[config.mk]
export PLATFORM = sky130hd
export DESIGN_NAME = spi_slave_param
export DESIGN_NICKNAME = d
export VERILOG_FILES = /design/src/rtl/spi_slave_param.sv
export SDC_FILE = /design/constraint.sdc
export NUM_CORES = 1
export LEC_CHECK = 0
export ABC_AREA = 1
export CAP_MARGIN = 10
export CORE_MARGIN = 3
export CORE_UTILIZATION = 58
export CTS_BUF_LIST = sky130_fd_sc_hd__clkbuf_4 sky130_fd_sc_hd__clkbuf_8 sky130_fd_sc_hd__clkbuf_16
export CTS_CLUSTER_DIAMETER = 60
export DETAILED_ROUTE_END_ITERATION = 16
export PLACE_DENSITY = 0.88
export SLEW_MARGIN = 20
export SYNTH_ARGS = -nofsm -noshare
export SYNTH_HDL_FRONTEND = slang
export SYNTH_SLANG_ARGS = --single-unit
[constraint.sdc]
create_clock -name clk -period 2.7 [get_ports clk]
set_input_delay 0.675 -clock clk [delete_from_list [all_inputs] [get_ports clk]]
set_output_delay 0.675 -clock clk [all_outputs]
set_load 0.02 [all_outputs]
[src/rtl/spi_slave_param.sv]
// SPI mode-0 slave bridging an SPI master to a single-port RAM.
// Generic width, selectable bit order, abort detection, read timeout.
// Ports: clk, rst_n (sync, active low), SS_n, MOSI -> MISO;
//   rx_data/rx_valid frame out; tx_data/tx_valid read data in;
//   busy, frame_err, tx_timeout status.
module spi_slave_param #(
  parameter int DATA_W     = 8,
  parameter bit LSB_FIRST  = 1'b0,
  parameter int TX_TIMEOUT = 15
) (
  input  logic              clk,
  input  logic              rst_n,
  input  logic              SS_n,
  input  logic              MOSI,
  output logic              MISO,
  output logic [DATA_W+1:0] rx_data,
  output logic              rx_valid,
  input  logic [DATA_W-1:0] tx_data,
  input  logic              tx_valid,
  output logic              busy,
  output logic              frame_err,
  output logic              tx_timeout
);

  localparam int FW = DATA_W + 2;
  localparam int CW = $clog2(DATA_W + 3);
  localparam int TW = $clog2(TX_TIMEOUT + 1);

  localparam logic [CW-1:0] CNT_FULL = CW'(FW);
  localparam logic [CW-1:0] CNT_TX   = CW'(DATA_W - 1);
  localparam logic [CW-1:0] CNT_ONE  = CW'(1);
  localparam logic [CW-1:0] CNT_ZERO = '0;
  localparam logic [TW-1:0] TO_LAST  = TW'(TX_TIMEOUT - 1);
  localparam logic [TW-1:0] TO_ONE   = TW'(1);

  typedef enum logic [2:0] {
    S_IDLE,
    S_CHK,
    S_WRITE,
    S_RADD,
    S_RDATA
  } state_t;

  typedef enum logic [1:0] {
    P_RX,
    P_WAIT,
    P_TX,
    P_DONE
  } phase_t;

  state_t            state_q, state_d;
  phase_t            phase_q, phase_d;
  logic [CW-1:0]     cnt_q, cnt_d;
  logic [TW-1:0]     to_q, to_d;
  logic [DATA_W-1:0] sh_q, sh_d;
  logic [FW-1:0]     rxd_q, rxd_d;
  logic              rxv_q, rxv_d;
  logic              miso_q, miso_d;
  logic              ferr_q, ferr_d;
  logic              tout_q, tout_d;
  logic              rdf_q, rdf_d;

  logic [FW-1:0]     rx_shift;
  logic              in_rx;

  assign rx_shift = LSB_FIRST ?
                    {MOSI, rxd_q[FW-1:1]} :
                    {rxd_q[FW-2:0], MOSI};

  // Frame bits are still being collected (abort here drops the frame).
  assign in_rx = (state_q == S_WRITE) ||
                 (state_q == S_RADD)  ||
                 ((state_q == S_RDATA) && (phase_q == P_RX));

  always_comb begin
    state_d = state_q;
    phase_d = phase_q;
    cnt_d   = cnt_q;
    to_d    = to_q;
    sh_d    = sh_q;
    rxd_d   = rxd_q;
    rdf_d   = rdf_q;
    rxv_d   = 1'b0;
    miso_d  = 1'b0;
    ferr_d  = 1'b0;
    tout_d  = 1'b0;

    if ((state_q != S_IDLE) && SS_n) begin
      state_d = S_IDLE;
      phase_d = P_RX;
      cnt_d   = CNT_FULL;
      if (in_rx && (cnt_q != CNT_ZERO) &&
          (cnt_q != CNT_FULL)) begin
        ferr_d = 1'b1;
      end
    end else begin
      unique case (state_q)
        S_IDLE: begin
          rxd_d   = '0;
          cnt_d   = CNT_FULL;
          phase_d = P_RX;
          if (!SS_n) state_d = S_CHK;
        end
        S_CHK: begin
          rxd_d   = '0;
          cnt_d   = CNT_FULL;
          phase_d = P_RX;
          to_d    = '0;
          if (!MOSI)      state_d = S_WRITE;
          else if (rdf_q) state_d = S_RDATA;
          else            state_d = S_RADD;
        end
        S_WRITE, S_RADD: begin
          if (cnt_q != CNT_ZERO) begin
            rxd_d = rx_shift;
            cnt_d = cnt_q - CNT_ONE;
            if (cnt_q == CNT_ONE) begin
              rxv_d = 1'b1;
              if (state_q == S_RADD) rdf_d = 1'b1;
            end
          end
        end
        S_RDATA: begin
          unique case (phase_q)
            P_RX: begin
              if (cnt_q != CNT_ZERO) begin
                rxd_d = rx_shift;
                cnt_d = cnt_q - CNT_ONE;
                if (cnt_q == CNT_ONE) begin
                  rxv_d   = 1'b1;
                  phase_d = P_WAIT;
                  to_d    = '0;
                end
              end
            end
            P_WAIT: begin
              if (tx_valid) begin
                miso_d  = LSB_FIRST ?
                          tx_data[0] :
                          tx_data[DATA_W-1];
                sh_d    = LSB_FIRST ?
                          (tx_data >> 1) :
                          (tx_data << 1);
                cnt_d   = CNT_TX;
                phase_d = P_TX;
              end else if (to_q == TO_LAST) begin
                tout_d  = 1'b1;
                rdf_d   = 1'b0;
                phase_d = P_DONE;
              end else begin
                to_d = to_q + TO_ONE;
              end
            end
            P_TX: begin
              if (cnt_q != CNT_ZERO) begin
                miso_d = LSB_FIRST ?
                         sh_q[0] :
                         sh_q[DATA_W-1];
                sh_d   = LSB_FIRST ?
                         (sh_q >> 1) :
                         (sh_q << 1);
                cnt_d  = cnt_q - CNT_ONE;
              end else begin
                rdf_d   = 1'b0;
                phase_d = P_DONE;
              end
            end
            default: begin
            end
          endcase
        end
        default: begin
          state_d = S_IDLE;
        end
      endcase
    end
  end

  always_ff @(posedge clk) begin
    if (!rst_n) begin
      state_q <= S_IDLE;
      phase_q <= P_RX;
      cnt_q   <= CNT_FULL;
      to_q    <= '0;
      sh_q    <= '0;
      rxd_q   <= '0;
      rxv_q   <= 1'b0;
      miso_q  <= 1'b0;
      ferr_q  <= 1'b0;
      tout_q  <= 1'b0;
      rdf_q   <= 1'b0;
    end else begin
      state_q <= state_d;
      phase_q <= phase_d;
      cnt_q   <= cnt_d;
      to_q    <= to_d;
      sh_q    <= sh_d;
      rxd_q   <= rxd_d;
      rxv_q   <= rxv_d;
      miso_q  <= miso_d;
      ferr_q  <= ferr_d;
      tout_q  <= tout_d;
      rdf_q   <= rdf_d;
    end
  end

  assign MISO       = miso_q;
  assign rx_data    = rxd_q;
  assign rx_valid   = rxv_q;
  assign frame_err  = ferr_q;
  assign tx_timeout = tout_q;
  assign busy       = (state_q != S_IDLE);

endmodule

# After elaboration in Yosys (flattened, before gate mapping)
# Cells that the tools add are included.
[op_classes] add_sub_neg=2 n_eq_ne=28 muxes=44 bitwise=5 reduce_logical=30
[ops] op="$pmux 10 s3" n=1
[ops] op="$mux 4" n=6
[ops] op="$pmux 4 s2" n=3
[ops] op="$mux 10" n=2
[ops] op="$mux 8" n=2
[ops] op="$pmux 8 s2" n=1
[ops] op="$ne 3x3->1 const B" n=5
[ops] op="$mux 1" n=13
[ops] op="$ne 2x2->1 const B" n=6
[ops] op="$pmux 4 s3" n=1
[ops] op="$mux 2" n=5
[ops] op="$mux 3" n=3
[ops] op="$ne 3x2->1 const B" n=3
[ops] op="$pmux 3 s3" n=1
[ops] op="$reduce_and 9->1" n=1
[ops] op="$ne 4x4->1 const B" n=2
[ops] op="$pmux 1 s2" n=4
[ops] op="$reduce_bool 2->1" n=4
[ops] op="$reduce_or 2->1" n=4
[ops] op="$reduce_and 7->1" n=1
[ops] op="$eq 3x2->1 const B" n=2
[ops] op="$ne 3x1->1 const B" n=2
[ops] op="$pmux 2 s3" n=1
[ops] op="$reduce_and 3->1" n=2
[ops] op="other kinds (23)" n=34
[totals] reg_bits=36 inputBits=13 output_inout_bits=15 elab_cells=120

# Longest topological paths before layout
# Gate-level depths: netlist of run 1.
[logic_depth] ltp_word=6 depth_mapped=11 ltp_nobuf=11

# Worst setup path before layout of run 1
# No wires, ideal clock.
[synth_path] path_type="register to register" from="register cnt_q[0]" to="register rxd_q[0], in the netlist rx_data[0]" setup_time_ns=0.113 arrival_time_ns=1.350 required_ns=2.587 slack_ns=1.236 stages_incl_launch_ff=10 n_path_buf=1 synth_period_minus_slack_ns=1.464 cell_sequence="dfxtp_1 > inv_1 > ha_1 > nand2_1 > inv_1 > nand2_1 > nand3_2 > buf_4 > o21ai_1 > nor2_1"
[synth_between] elab_chain_len=4
[synth_rtl] item="start: declaration" line="53" source="logic [CW-1:0] cnt_q, cnt_d;"
[synth_rtl] item="start signal: assignment" line="195" source="cnt_q <= cnt_d;"
[synth_rtl] item="$reduce_bool 4->1 *" line="114, 126"
[synth_rtl] item="$mux 10 *"
[synth_rtl] item="$mux 10"
[synth_rtl] item="$pmux 10 s3 *"
[synth_rtl] item="end signal: assignment" line="198" source="rxd_q <= rxd_d;"
[synth_rtl] item="end: declaration" line="56" source="logic [FW-1:0] rxd_q, rxd_d;"
# Every way passes the cells marked *; elsewhere a longest branch is shown, timed or not. The select of a mux whose other input is x is not followed.
# A chain may end at the register's enable or synchronous reset.

# Worst setup path in the final report of run 1
[layout_path] from="register state_q[2]" to="output busy"
[layout_between] elab_chain_len=1
[layout_rtl] item="start: declaration" line="51" source="state_t state_q, state_d;"
[layout_rtl] item="start signal: assignment" line="193" source="state_q <= state_d;"
[layout_rtl] item="$reduce_bool 3->1" line="212" source="assign busy = (state_q != S_IDLE);"
[layout_rtl] item="end: declaration" line="20" source="output logic busy,"
# Every way passes these cells.

==> impl_metrics.csv, run 1 <==
group,metric,value,unit
die,io-pin-count,28,
min_path,hold_path_class,"flip-flop to flip-flop",
critical_path,cp_top_family,"buffers and inverters",
synth,yosys.area.top_type_share,34.3,%
placed_design,hpwl,3320,um
placed_design,place_area,2310,um2
synth,synth_ff_type,"dfxtp_1",
synth,synth-seq-cells,35,
final_layout,fin_nets,360,
synth,synth_nets,335,
placed_design,post-place-ws,0.507,ns
route,maxUsedRoutingLayer,"met4",
global_routing,grt_pass1_wl,8150,um
route,wl_met3,217,um
die,core_area,3200,um2
critical_path,critPathKind,"flip-flop to primary output",
timing,setup_ws,0.314,ns
route,totalWireLength,4530,um
global_routing,grt_pass1_vias,1932,
timing,worst_pin_slew,0.415,ns
critical_path,required,2.03,ns
synth,yosysSeqAreaShare,34.3,%
global_routing,antenna_found_initial,0,
synth,synth_cells,314,
placed_design,numPortBuffers,27,
pwr,power_leakage,0.00104,uW
synth,synth_most_common_cell,"nor2_1",
global_routing,grtUsageTotal,23.8,%
pwr,ir_drop,0.000362,V
cts,root_buffer,"clkbuf_4",
cts,hold_buffers,0,
critical_path,path_buf_inv,2,
route,drt_iter0_markers,167,
global_routing,overflow,0,
synth,syn_avg_cell_area,6.51,um2
die,die_y,65.4,um
die,row_count,20,
final_layout,n_antenna_cell,0,
cts,post_cts_resized,0,
outcome,status,"complete, no violations",
run,maxCapViolations,0,
timing,rsz0062_at_grt,"false",
cts,h-tree-depth,2,
final_layout,stdcell_area,2350,um2
synth,synth_largest_area_cell,"dfxtp_1",
synth,async_flop_share,0,%
timing,skew,0.0115,ns
synth,synth-edff-count,0,
critical_path,critPathSlowestCell,"clkdlybuf4s50_1",
route,drc,0,
cts,clk_latency,0.33,ns
route,met1Wirelength,2130,um
cts,cts_buffers,5,
global_routing,grt_max_degree,22,
route,vias,2025,
synth,synth_area_leaders,"dfxtp_1 34%, nor2_1 12%, nand2_1 8.8%, inv_1 8.1%, nand3_1 7.1%",
timing,hold_viol,0,
final_layout,syn_to_final_growth,15.2,%
cts,clk_pin_slew,0.11,ns
critical_path,cp_max_fo,8,
pwr,power.density,550,nW/um2
timing,fmax,419,MHz
timing,fin_crit,2.39,ns
timing,final_max_slew_viol_count,0,
cts,cts_tree,"built",
route,drt-wirelength-per-cell,11.8,um
synth,synth_area,2040,um2
die,start_util,63.8,%
die,die_x,65.4,um
final_layout,drive_gt1_share,6.80,%
critical_path,endpoint_kind,"primary output",
route,ant_nets,0,
synth,synthTopCellsByCount,"64 x nor2_1, 48 x nand2_1, 44 x inv_1",
critical_path,cp-start-kind,"flip-flop",
timing,setup_viol,0,
final_layout,finish.utilization,73.5,%
cts,cts_buffer_depth,2,
cts,cts_setup_buffers,0,
placed_design,finalWeightedCongestion,0.940,
timing,final.setup.tns,0,ns
route,drt-pass1-iter-count,4,
synth,synth_warnings,0,
critical_path,crit_chain,"inv_2 > nand2_2 > clkdlybuf4s50_1",
route,wl_met2,2120,um
synth,yosysUniqueCellTypes,29,
cts,cts.sinks,35,
critical_path,worstPathArrival,1.71,ns
route,viasPerCell,5.30,
die,die_area,4270,um2
critical_path,slowest_delay,0.60,ns
timing,finalCritPeriodShare,88.4,%
critical_path,reg2reg_slack,0.85,ns
timing,maxSlewHeadroom,72.2,%
==> kinds of logic after synthesis <==
family                     after synthesis  synth area share, %
xor gates and xnor gates                 1                0.428
adders and majority gates                8                 4.90
AOI/OAI and AO/OA                       51                 13.0
buffers and inverters                   57                 11.9
DFF                                     35                 34.3
and+or+nand+nor                        162                 35.5
==> worst register-to-register path, stage by stage, from the launching register on <==
cell	delay, ns
dfxtp_1	0.32
inv_1	0.10
ha_1	0.42
nor2_1	0.13
nor3_2	0.22
nand3_2	0.25
o21ai_0	0.24
a21oi_1	0.06
==> where the power goes <==
group / internal [uW] / switching (uW) / leakage [uW]
sequential: 558 / 39.4 / 0.000284
combinational: 159 / 273 / 0.000725
clock: 103 / 163 / 0.0000276
total: 820 / 476 / 0.00104
==> metrics by stage <==
step	total power (uW)	hold slack (ns)	instances
final	1300	0.455	382
after global routing	1380	0.470	382
after CTS	1300	0.457	382
after detailed placement	1040	0.442	376
after global placement	1020	0.435	376
after floorplan	905	0.424	314
==> layout by cell type (no fill, tap or decap), types with 2 or more instances in the layout <==
cell type	synthesis	routed
inv_1	44	44
dfxtp_1	35	35
clkdlybuf4s50_1	0	27
a21oi_1	17	17
clkbuf_4	0	6
nor3_1	3	3
nand3_1	29	29
inv_2	3	3
nor2_4	3	3
nand2_1	48	48
nand4_1	3	3
o21ai_1	13	13
nand2_2	5	5
ha_1	8	8
a211oi_1	2	2
o21ai_0	17	17
nor2_1	64	64
nand3_2	2	2
==> routing by layer <==
metal | vias up | GRT usage (%)
li1 | 1047 | -
met1 | 906 | 30.3
met2 | 63 | 40.2
met3 | 9 | 5.13
met4 | 0 | 6.99
met5 | - | 0
==> final timing paths <==
kind | from | to | cells past startpoint
worst max-delay path | state_q[2]$_SDFFE_PP0P_ | busy | 3
worst min-delay path | sh_q[2]$_SDFFE_PN0P_ | sh_q[2]$_SDFFE_PN0P_ | 2
worst max register to register | phase_q[1]$_SDFFE_PP0P_ | sh_q[1]$_SDFFE_PN0P_ | 7
worst min register to register | sh_q[2]$_SDFFE_PN0P_ | sh_q[2]$_SDFFE_PN0P_ | 2
==> cell type report <==
cell class              count  area, um2
multi-input cells         222       1100
fillers                   285        848
flip-flops and latches     35        701
repair buffers             28        278
inverters                  47        176
well taps                  44       55.1
clock buffers               6       45.0
==> flip-flops by register name, summed over array words and instances, names as in the netlist <==
signal / count
phase_q: 2
state_q: 3
tx_timeout: 1
rx_valid: 1
cnt_q: 4
frame_err: 1
MISO: 1
to_q: 4
rdf_q: 1
sh_q: 7
rx_data: 10
No activity file was read; power rests on OpenSTA's default activity.
==> run 2, diff against run 1 <==
--- a/config.mk
+++ b/config.mk
@@ -7,8 +7,10 @@
 export LEC_CHECK = 0
 export ABC_AREA = 1
 export CAP_MARGIN = 10
+export CELL_PAD_IN_SITES_DETAIL_PLACEMENT = 0
+export CELL_PAD_IN_SITES_GLOBAL_PLACEMENT = 1
 export CORE_MARGIN = 3
-export CORE_UTILIZATION = 58
+export CORE_UTILIZATION = 41
 export CTS_BUF_LIST = sky130_fd_sc_hd__clkbuf_4 sky130_fd_sc_hd__clkbuf_8 sky130_fd_sc_hd__clkbuf_16
 export CTS_CLUSTER_DIAMETER = 60
 export DETAILED_ROUTE_END_ITERATION = 16
==> impl_metrics.csv, run 2 (same netlist as run 1, synthesis figures left out) <==
group,metric,value,unit
cts,h-tree-depth,2,
cts,post_cts_resized,0,
cts,hold_buffers,0,
cts,clk_latency,0.28,ns
die,core_area,4790,um2
pwr,power.density,572,nW/um2
die,die_area,5870,um2
final_layout,n_antenna_cell,0,
final_layout,final_cell_mix,"64 x nor2_1, 48 x nand2_1, 44 x inv_1, 35 x dfxtp_1, 29 x nand3_1",
critical_path,endpoint_kind,"primary output",
route,drc,0,
final_layout,largest_reg_flops,10,
critical_path,worstPathArrival,1.64,ns
timing,fin_crit,2.31,ns
route,vias,1943,
die,row_count,25,
placed_design,hpwl,3390,um
die,io-pin-count,28,
timing,worst_pin_slew,0.426,ns
global_routing,grt_pass1_wl,8340,um
critical_path,cp-start-kind,"flip-flop",
die,start_util,42.7,%
cts,cts_tree,"built",
final_layout,syn_to_final_growth,18.1,%
critical_path,crit_chain,"inv_2 > nand2_2 > clkdlybuf4s50_1",
cts,root_buffer,"clkbuf_8",
timing,setup_ws,0.385,ns
timing,final.setup.tns,0,ns
placed_design,finalWeightedCongestion,0.822,
global_routing,grt_pass1_vias,1862,
route,totalWireLength,4630,um
timing,hold_viol,0,
min_path,hold_path_class,"flip-flop to flip-flop",
global_routing,antenna_found_initial,0,
placed_design,post-place-ws,0.498,ns
die,die_x,76.6,um
die,die_y,76.6,um
final_layout,layout_commonest_cell,"nor2_1",
pwr,ir_drop,0.000273,V
critical_path,critPathKind,"flip-flop to primary output",
critical_path,cp_max_fo,8,
global_routing,grt_max_degree,22,
cts,cts_buffer_depth,2,
route,viasPerCell,4.80,
final_layout,final_cells,405,
cts,clk_pin_slew,0.07,ns
timing,skew,0.00393,ns
pwr,p_int,899,uW
pwr,swShare,34.9,%
timing,setup_viol,0,
route,ant_nets,0,
route,drt-wirelength-per-cell,11.4,um
cts,cts_buffers,5,
critical_path,critPathSlowestCell,"clkdlybuf4s50_1",
pwr,power_leakage,0.00105,uW
pwr,power_frac_seq,43.2,%
cts,cts.sinks,35,
global_routing,grtUsageTotal,17.3,%
critical_path,slowest_delay,0.60,ns
timing,rsz0062_at_grt,"false",
route,drt-pass1-iter-count,5,
pwr,combPwrFrac,31.0,%
cts,cts_setup_buffers,0,
timing,maxSlewHeadroom,71.5,%
outcome,status,"complete, no violations",
timing,final_max_slew_viol_count,0,
final_layout,drive_gt1_share,6.80,%
timing,fmax,432,MHz
placed_design,numPortBuffers,27,
pwr,p_sw,483,uW
global_routing,overflow,0,
pwr,pwr-share-clk,25.9,%
final_layout,fin_nets,360,
critical_path,required,2.03,ns
run,maxCapViolations,0,
critical_path,cp_top_family,"buffers and inverters",
critical_path,path_buf_inv,2,
placed_design,place_inst,399,
route,drt_iter0_markers,91,
timing,finalCritPeriodShare,85.7,%
## run 2: worst paths after layout
check                    endpoint                     from  slack [ns]  cells after the start
max                          busy  state_q[2]$_SDFFE_PP0P_        0.39                      3
min          sh_q[4]$_SDFFE_PN0P_     sh_q[4]$_SDFFE_PN0P_        0.45                      2
max reg2reg  sh_q[1]$_SDFFE_PN0P_  phase_q[1]$_SDFFE_PP0P_        0.86                      7
min reg2reg  sh_q[4]$_SDFFE_PN0P_     sh_q[4]$_SDFFE_PN0P_        0.45                      2
## run 2: layout make-up
class / count / area (um2)
inverter: 47 / 176
tap: 67 / 83.8
timing repair buffer: 28 / 278
multi-input combinational: 222 / 1100
sequential: 35 / 701
clock buffer: 6 / 76.3
fill: 514 / 2370
## run 2: tightest hold or removal path: stages, from the launching register on
cell and delay (ns):
dfxtp_1 0.30, inv_1 0.05, a21oi_1 0.05
## run 2: power by group through the flow
stage          clock, uW  combinational [uW]  sequential (uW)
3_3_place_gp           0                 428              607
4_1_cts              372                 430              597
2_1_floorplan          0                 280              625
3_5_place_dp           0                 427              608
6_report             357                 428              597
5_1_grt              395                 487              603
## run 2: layer usage
layer  vias up  routed length, um  GRT usage, %
met5         -                  0             0
met4         0                 63          6.34
met3         7                189          4.26
met2        39               2180          29.1
met1       853               2200          21.3
li1       1044                  -             -
## run 2: stage by stage
step           util (%)  total power (uW)  cell area [um2]  hold slack, ns
6_report           50.5              1380             2410           0.449
5_1_grt            50.5              1480             2410           0.464
3_3_place_gp       48.9              1030             2340           0.436
4_1_cts            50.5              1400             2410           0.451
2_1_floorplan         -               905             2040           0.424
3_5_place_dp       48.9              1030             2340           0.441
==> run 3, diff against run 2 <==
--- a/config.mk
+++ b/config.mk
@@ -6,7 +6,7 @@
 export NUM_CORES = 1
 export LEC_CHECK = 0
 export ABC_AREA = 1
-export CAP_MARGIN = 10
+export CAP_MARGIN = 20
 export CELL_PAD_IN_SITES_DETAIL_PLACEMENT = 0
 export CELL_PAD_IN_SITES_GLOBAL_PLACEMENT = 1
 export CORE_MARGIN = 3
==> results of run 3 <==
No change in the layout: final DEF, timing and power equal those of run 2.
